**src/rtl/programmable_clock_divider.sv**
```systemverilog
// Multi-channel runtime-programmable clock divider.
// Each channel emits a 50% square wave plus a rise-aligned tick strobe.
module programmable_clock_divider #(
  parameter int unsigned CHANNELS = 2,
  parameter int unsigned WIDTH = 32,
  parameter logic [WIDTH-1:0] DEFAULT_DIV = WIDTH'(32'h2FAF080),
  parameter int unsigned SEL_W =
    (CHANNELS > 1) ? $clog2(CHANNELS) : 1
) (
  input  logic                CLOCK_50MHZ,
  input  logic                RESET,
  input  logic [CHANNELS-1:0] ENABLE,
  input  logic                SYNC,
  input  logic                LOAD,
  input  logic [SEL_W-1:0]    LOAD_SEL,
  input  logic [WIDTH-1:0]    LOAD_DIV,
  output logic [CHANNELS-1:0] NEW_CLOCK,
  output logic [CHANNELS-1:0] TICK,
  output logic [CHANNELS-1:0] PENDING
);

  for (genvar i = 0; i < CHANNELS; i++) begin : g_ch
    logic [WIDTH-1:0] counter;
    logic [WIDTH-1:0] active_div;
    logic [WIDTH-1:0] pend_div;
    logic             pending;
    logic             wave;
    logic             tick;
    logic             hit;
    logic             terminal;

    // Out-of-range selects never match any channel index.
    assign hit = LOAD && (LOAD_SEL == SEL_W'(i));
    assign terminal = (counter == active_div);

    always_ff @(posedge CLOCK_50MHZ) begin
      if (RESET) begin
        counter    <= '0;
        active_div <= DEFAULT_DIV;
        pend_div   <= '0;
        pending    <= 1'b0;
        wave       <= 1'b0;
        tick       <= 1'b0;
      end else if (SYNC || !ENABLE[i]) begin
        counter <= '0;
        wave    <= 1'b0;
        tick    <= 1'b0;
        pending <= 1'b0;
        if (hit) begin
          active_div <= LOAD_DIV;
        end else if (pending) begin
          active_div <= pend_div;
        end
      end else if (terminal) begin
        counter <= '0;
        wave    <= ~wave;
        tick    <= ~wave;
        pending <= 1'b0;
        if (hit) begin
          active_div <= LOAD_DIV;
        end else if (pending) begin
          active_div <= pend_div;
        end
      end else begin
        counter <= counter + WIDTH'(1);
        tick    <= 1'b0;
        // Defer to the next terminal so the current half-period is kept.
        if (hit) begin
          pend_div <= LOAD_DIV;
          pending  <= 1'b1;
        end
      end
    end

    assign NEW_CLOCK[i] = wave;
    assign TICK[i]      = tick;
    assign PENDING[i]   = pending;
  end

endmodule
```
**config.mk**
```make
export PLATFORM = sky130hd
export DESIGN_NAME = programmable_clock_divider
export DESIGN_NICKNAME = d
export VERILOG_FILES = /design/src/rtl/programmable_clock_divider.sv
export SDC_FILE = /design/constraint.sdc
export NUM_CORES = 1
export LEC_CHECK = 0
export CORE_MARGIN = 2
export CORE_UTILIZATION = 60
export DETAILED_ROUTE_END_ITERATION = 12
export HOLD_SLACK_MARGIN = 0.08
export PLACE_DENSITY = 0.83
export SYNTH_ARGS = -nofsm -noshare
export SYNTH_HDL_FRONTEND = slang
export SYNTH_SLANG_ARGS = --single-unit
```
**constraint.sdc**
```tcl
create_clock -name CLOCK_50MHZ -period 2.4 [get_ports CLOCK_50MHZ]
set_input_delay 0.72 -clock CLOCK_50MHZ [delete_from_list [all_inputs] [get_ports CLOCK_50MHZ]]
set_output_delay 0.72 -clock CLOCK_50MHZ [all_outputs]
set_load 0.005 [all_outputs]
```
==> results of run 1 <==
[kinds of logic after synthesis]
kind of cell,Yosys count
DFF,198
adders and majority gates,2
xor gates and xnor gates,123
muxes,128
and+or+nand+nor,266
buffers and inverters,53
AOI/OAI and AO/OA,81
[timing repair]
action                     CTS  global route
setup endpoints to repair    0             8
hold buffers                 0             0
gates resized for setup      0             1
[metrics by stage]
stage,instance area (um2),util,power (mW)
floorplan,8743,-,3.800
global placement,9544,0.6642,4.004
detailed placement,9544,0.6642,4.016
CTS,10200,0.7102,7.146
global route,10210,0.7103,7.326
finish,10210,0.7103,7.127
[power groups by stage]
| stage | registers (mW) | clock network (mW) | logic (mW) |
|---|---|---|---|
| after floorplan | 3.48 | 0 | 0.323 |
| after global placement | 3.49 | 0 | 0.514 |
| after detailed placement | 3.49 | 0 | 0.522 |
| after CTS | 3.42 | 3.20 | 0.528 |
| after global routing | 3.43 | 3.33 | 0.564 |
| final | 3.42 | 3.18 | 0.529 |
[layer usage]
| metal | up-vias | part of all wire | wire [um] | track usage |
|---|---|---|---|---|
| li1 | 3064 | - | - | - |
| met1 | 3033 | 0.43 | 8432 | 0.3110 |
| met2 | 150 | 0.49 | 9574 | 0.4384 |
| met3 | 53 | 0.037 | 730 | 0.04467 |
| met4 | 0 | 0.038 | 739 | 0.1302 |
| met5 | - | 0 | 0 | 0 |
[area by class of cell]
type	instances	area (um2)
Fill cell	1020	4163
Inverter	4	15.01
Clock buffer	18	439.2
Tap cell	184	230.2
Multi-Input combinational cell	600	4506
Sequential cell	198	3964
Timing Repair Buffer	80	830.8
Clock inverter	14	221.5
[state kept, by name (all words and copies together), names as in the netlist]
name,cells
g_ch.wave,2
g_ch.counter,64
g_ch.tick,2
g_ch.pend_div,64
g_ch.active_div,64
g_ch.pending,2
[worst max path at each step]
| stage | startpoint | endpoint | slack [ns] | depth (start not counted) |
|---|---|---|---|---|
| after detailed placement | LOAD | g_ch[0].active_div[19] | -0.12 | 5 |
| after global routing | g_ch[1].counter[24] | g_ch[1].active_div[22] | 0.01 | 7 |
| after CTS | g_ch[0].counter[19] | g_ch[0].active_div[23] | 0.12 | 7 |
| after global placement | LOAD | g_ch[0].active_div[20] | -0.12 | 5 |
| after floorplan | LOAD | g_ch[0].active_div[30] | 0.34 | 6 |
| final | g_ch[0].counter[19] | g_ch[0].pend_div[14] | 0.16 | 7 |
[cells in the mapped netlist (all sizes together) (2+ instances only)]
master,n,share of area
buf,30,0.025
o22a,24,0.024
mux2,24,0.031
nand2,27,0.012
nor4,13,0.013
ha,2,0.0029
or3,3,0.0021
o21ai,6,0.0047
nor2b,2,0.0014
dfxtp,198,0.45
and3,9,0.0064
nor3,6,0.0034
inv,4,0.0017
o2bb2ai,40,0.052
and2,3,0.0021
mux2i,104,0.12
clkbuf,19,0.0082
nor2,144,0.062
xnor2,49,0.049
a21oi,5,0.0029
nand4,26,0.020
nand2b,2,0.0014
xor2,74,0.074
nand3,22,0.013
and4,6,0.0060
==> summary by stage, run 1 <==
Run status
The run finished with clean final reports.

Synth
The top flip-flop cell by instance count after synthesis is dfxtp_1. The synthesized area divided by synthesized cell count is 10.27 um2. The net count of the mapped netlist is 892.

In this run, synthesis produced a sequential element count of 198. Of the total synthesized cell area, the portion taken by XOR and XNOR cells is 0.1232. In the synthesized netlist, the number of instances is 851.

Of the total synthesized cell area, the portion taken by full adders, half adders and majority gates is 0.002862. Summing every instance area after synthesis gives 8743 um2. For this run, asynchronously set or reset flops after synthesis account for 0.

The count of warnings emitted by yosys is 0. The mux share of post-synthesis cell area is 0.1500. Yosys mapped the design onto 42 distinct sky130hd cell types. Of the total synthesized cell area, the portion taken by AND, OR, NAND and NOR gates is 0.1445. The number of enable-type register cells in the synthesized netlist is 0. The compound-gate portion of the synthesized area is 0.09073.

The sequential cell area fraction in the yosys report is 0.4533. After synthesis, the largest family of logic cells by area is multiplexers.

Floorplanning
Row generation in the floorplan step produced 44 rows. The effective utilization at floorplan is 0.6085. The width of the die is 124.7 um. The area inside the core boundary is 14,370 um2. In this run the vertical extent of the chip is 124.7 um.

Pin placement for this block handled 45 I/O pins. The overall die area is 15,550 um2.

Setup path
The category of the worst setup path launch point is a flip-flop. The worst-path maximum fanout is 17. The worst register-to-register path ends at g_ch[0].pend_div[14]. For this design, the slowest cell found on the critical path is nor4_1. Grouping stages by cell kind, the critical path spends the most delay in simple AND/OR/NAND/NOR gates. The worst path buffer plus inverter count is 1.

The required time of the critical path is 2.71 ns. Counting cells, the worst reg-to-reg path comes to 7. The arrival time at the worst endpoint is 2.55 ns. The largest stage delay on the critical path is 0.45 ns. The critical path class is reg -> reg. The kind of capture point of the worst setup path is a flip-flop.

The critical path goes through xor2_1 -> nor4_1 -> nand4_2 -> o2111ai_4 -> buf_12 -> mux2i_1 -> nor2_1. The worst flop-to-flop path startpoint is g_ch[0].counter[19]. The register-to-register setup slack is 0.16 ns.

Timing
Across all hold checks on the routed design, the worst slack comes to 0.4799 ns. The setup slack after layout is 0.1621 ns. The maximum operating frequency is 446.8 MHz. After layout, the minimum clock period comes to 2.238 ns. The number of max-slew violations in the final report is 0. Between clock sinks in the finished design, the worst skew comes to 0.006675 ns.

In this run the tightest slew margin relative to its limit is 0.6312. The setup-violating endpoint count in the final report is 0. The setup TNS is 0 ns.

Setup repair after global routing left no endpoint under its margin. At the pin with the least slew margin, the transition time is 0.5486 ns. The fraction of the cycle the final worst path needs is 0.9325. The count of final hold-check violations is 0.

Drt
The detailed-route wire length per cell is 17.74 um. The first TritonRoute pass finished after 4 iterations. In the routed design, unresolved DRC markers number 0.

After detailed routing, the number of vias per cell comes to 5.738. The total routed wirelength is 19,480 um. In this run the remaining antenna-violating nets after routing total 0. The DRC marker count from the first detailed-route iteration is 320. The routed layout has 6,300 vias.

Finish
The library cell used most frequently in the layout, excluding fill and tap cells, is dfxtp_1. The number of antenna diodes is 0. The proportion of layout cells with a drive suffix above 1 is 0.1379. Compared with the post-synthesis result, the final layout area differs by 16.73%. After the flow finishes, the layout carries non-filler instances totaling 1,098. In the layout the commonest cells are 198 x dfxtp_1, 144 x nor2_1, 104 x mux2i_1. The number of nets in the finished design is 942.

Clock network
Buffers added to address setup during post-CTS repair amount to 0. Counting along the longest clock path gives a buffer depth of 2. The number of buffers inserted during clock tree synthesis is 17. The root buffer cell is clkbuf_16. After clock tree synthesis, the clock-pin slew on the worst setup and hold paths is 0.07 ns. TritonCTS built the clock tree. The insertion delay of the later-clocked pin in the worst-skew pair is 0.44 ns. CTS saw 198 sinks. The clock tree synthesis step divided the H-tree into 4 levels.

Place
Detailed placement ended at an HPWL of 13,750 um. The worst setup timing slack at the placement stage is -0.1195 ns. In this run, placement finished with an instance count of 1,066. At the end of routability-driven placement, the weighted congestion stood at 0.8919. Port buffering added 44 buffers.

Power and ir drop
The internal power component is 5.508 mW. Of the total power, the share spent switching nets is 0.2271. The share of total power dissipated in combinational logic is 0.074. The power density over the cells is 698.3 nW/um2. The leakage power figure is 3.913 nW. The maximum VDD drop is 548.4 uV. Summed over all nets, the switching power comes to 1.619 mW.

Of the total power, the clock network draws 0.446. The part of the total power dissipated in sequential elements is 0.480.

Global route
The number of antenna violations at the first check in global routing is 0. The overall routing resource usage is 0.2567. The global route total overflow is 0. The largest net degree at the start of global routing is 55. The wire length of the first global-routing pass is 32,020 um. The via count of the first global-routing pass is 6,462.

Hold path
The worst hold path class is reg -> reg. Along the worst hold path, the cell count comes to 1. The worst hold path begins at g_ch[0].counter[0]. The terminating pin of the worst hold path is g_ch[0].counter[0].

Job
Across the run, the number of max-cap violations was 0.
Note: power is estimated with default switching activity, not from simulation.
==> run 2, diff against run 1 <==
Settings changed: GPL_TIMING_DRIVEN from default to 0.
==> run 2 against run 1 <==
First-iteration DRC count fell by 4.7%. Sequential power barely moved. Clock-buffer cell count rose by 3. Via count fell by 0.75%. Highest routed layer unchanged.
==> summary by stage, run 2 (synthesis gave the netlist of run 1 again) <==
Setup path
The arrival time at the worst endpoint is 2.67 ns (was 2.55 ns). Counting stages on the worst path, the most repeated cell is buf_2. The kind of capture point of the worst setup path is a flip-flop (unchanged).

The number of cell instances on the worst register-to-register path was 7 (unchanged). The required time of the critical path is 2.72 ns (was 2.71 ns). The register-to-register setup slack is 0.11 ns (was 0.16 ns). The destination of the worst register-to-register timing path is g_ch[1].active_div[13] (was g_ch[0].pend_div[14]). The largest stage delay on the critical path was 0.56 ns (was 0.45 ns). The worst-path maximum fanout is 10 (was 17). The worst flop-to-flop path startpoint is g_ch[1].counter[10] (was g_ch[0].counter[19]). Ordered cell list for the critical path: clkdlybuf4s50_1 -> nor2b_1 -> buf_2 -> buf_2 -> buf_4 -> mux2i_1 -> o2bb2ai_1 (was xor2_1 -> nor4_1 -> nand4_2 -> o2111ai_4 -> buf_12 -> mux2i_1 -> nor2_1). The cell with the largest stage delay on the worst path was clkdlybuf4s50_1 (was nor4_1). The category of the worst setup path launch point is a primary input (was flip-flop).

The critical path class was in -> reg (was reg -> reg).

Global route
The overall routing resource usage is 0.2506 (was 0.2567). The met3 global-route usage is 0.04983 (was 0.04467). The fraction of met2 tracks used by global routing is 0.4413 (was 0.4384). The met1 track demand over resource is 0.2979 (was 0.3110). The global-route layer with the greatest usage was met2 (unchanged). The number of antenna violations at the first check in global routing was 0 (unchanged). The global route total overflow came to 0 (unchanged).

The largest net degree at the start of global routing is 18 (was 55). The wire length of the first global-routing pass is 30,970 um (was 32,020 um). The via count of the first global-routing pass is 6,078 (was 6,462).

Floorplanning
The overall die area is 15,550 um2 (unchanged). The area inside the core boundary is 14,370 um2 (unchanged). The width of the die was 124.7 um (unchanged). The die height is 124.7 um (unchanged). The number of rows in the core area came to 44 (unchanged).

The number of ports placed on the die boundary is 45 (unchanged). The effective utilization at floorplan came to 0.6085 (unchanged).

Finish
The number of antenna diodes is 0 (unchanged). The proportion of layout cells with a drive suffix above 1 was 0.1304 (was 0.1379). Biggest registers after layout: g_ch.active_div (64), g_ch.counter (64), g_ch.pend_div (64) (unchanged). Commonest cells after routing, fill and taps aside: 198 x dfxtp_1, 144 x nor2_1, 104 x mux2i_1 (unchanged). The commonest non-fill, non-tap cell in the layout is dfxtp_1 (unchanged). The area overhead of the layout relative to synthesis came to 15.05% (was 16.73%).

The final core utilization is 0.7001 (was 0.7103). The number of nets in the finished design is 956 (was 942).

Clock network
The H-tree depth is 4 (unchanged). The CTS tree is done (unchanged). The number of buffers inserted during clock tree synthesis came to 17 (unchanged). The hold-fix buffer count after cts is 0 (unchanged).

The root buffer cell was clkbuf_16 (unchanged). The insertion delay of the later-clocked pin in the worst-skew pair is 0.44 ns (about the same). The clock transition at the registers of the reported paths is 0.07 ns (about the same). The number of buffers on the longest clock path is 2 (unchanged). The total number of clock tree sinks is 198 (unchanged).

Hold path
The startpoint of the tightest hold check path is g_ch[1].wave (was g_ch[0].counter[0]). The worst hold path class is reg -> reg (unchanged). The terminating pin of the worst hold path is g_ch[1].tick (was g_ch[0].counter[0]). The cell depth of the worst hold path is 1 (unchanged).

Timing
The number of max-slew violations in the final report is 0 (unchanged). The setup slack after layout was 0.05012 ns (was 0.1621 ns). The worst clock skew is 0.008579 ns (was 0.006675 ns). The pin slew with the least headroom to its limit is 0.6288 ns (was 0.5486 ns). The fraction of the cycle the final worst path needs is 0.9791 (was 0.9325). The maximum operating frequency is 425.6 MHz (was 446.8 MHz). The clock period minus worst slack came to 2.350 ns (was 2.238 ns).

The remaining max-slew budget at the tightest pin is 0.5773 (was 0.6312). The setup-violating endpoint count in the final report is 0 (unchanged). The count of final hold-check violations is 0 (unchanged).

The setup TNS came to 0 ns (unchanged).

Power and ir drop
The power density over the cells is 667.3 nW/um2 (was 698.3 nW/um2). The leakage power figure is 3.866 nW (was 3.913 nW). The maximum VDD drop came to 559.9 uV (was 548.4 uV).

The total power draw is 6.713 mW (was 7.127 mW).

Drt
The routed via count is 6,253 (was 6,300). The DRC violations left came to 0 (unchanged). The detailed-route wire length per cell is 17.42 um (was 17.74 um).

The DRC marker count from the first detailed-route iteration is 305 (was 320). The via count normalized by instance count is 5.623 (was 5.738). The final antenna-violating net count came to 0 (unchanged). The number of optimization iterations in the first detailed-route pass is 4 (unchanged).

The total routed wirelength is 19,370 um (was 19,480 um).

Run status
Status: completed (unchanged).

Place
The worst setup timing slack at the placement stage came to -0.6517 ns (was -0.1195 ns). The port buffer count came to 43 (was 44). The placer congestion estimate came to 0.8958 (was 0.8919).

The placed wire-length estimate after detailed placement was 14,230 um (was 13,750 um).

Job
The max capacitance violation total was 0 (unchanged).
run 2: cell count changes in the layout (fill, tap and decap cells not counted), sizes merged:
cell	change
clkinv	-1
buf	-6
bufinv	-4
inv	+2
clkbuf	+23
run 2: repair_timing:
| action | 4_1_cts | 5_1_grt |
|---|---|---|
| resized for setup | 6 | 10 |
| setup endpoints to repair | 47 | 100 |
| setup buffers | 0 | 2 |
| pin swaps | 0 | 3 |
run 2: how the worst max path moves through the flow:
stage	start	endpoint	depth (start not counted)	slack [ns]
2_1_floorplan	LOAD	g_ch[0].active_div[30]	6	0.34
3_3_place_gp	LOAD	g_ch[0].active_div[18]	7	-0.62
3_5_place_dp	LOAD	g_ch[0].active_div[5]	7	-0.65
4_1_cts	g_ch[1].counter[6]	g_ch[1].active_div[13]	7	0.02
5_1_grt	g_ch[1].counter[19]	g_ch[1].active_div[13]	8	-0.009
6_report	LOAD	g_ch[0].active_div[24]	7	0.05
run 2: cell type report:
class                   instances  area (um2)
repair buffers                 45       445.4
plain buffers                  49       307.8
fillers                      1048        4309
clock buffers                  21       460.4
flip-flops and latches        198        3964
clock inverters                11       116.4
inverters                       4       15.01
multi-input cells             600        4521
well taps                     184       230.2
run 2: power by group:
part           switching (mW)  total [mW]  leakage [nW]  internal (mW)
logic                   0.274       0.515          1.99          0.241
clock network            1.27        2.78         0.273           1.51
registers              0.0594        3.42          1.60           3.36
total                    1.60        6.71          3.87           5.11
run 2: critical path, delay by kind of cell:
family / cells / cell delay [ns]
AOI/OAI and AO/OA: 1 / 0.09
buffers and inverters: 4 / 1.41
muxes: 1 / 0.27
and+or+nand+nor: 1 / 0.17
run 2: per-stage QoR:
step,hold slack [ns],area [um2],instances
final,0.4691,10060,1112
after global routing,0.4921,10060,1112
after CTS,0.4753,9993,1110
after detailed placement,0.4658,9404,1078
after global placement,0.4593,9404,1078
after floorplan,0.4396,8743,851
run 2: per-layer routing:
| layer | vias to the layer above | routed length (um) |
|---|---|---|
| li1 | 3102 | - |
| met1 | 3000 | 8303 |
| met2 | 107 | 9806 |
| met3 | 44 | 595 |
| met4 | 0 | 663 |
| met5 | - | 0 |
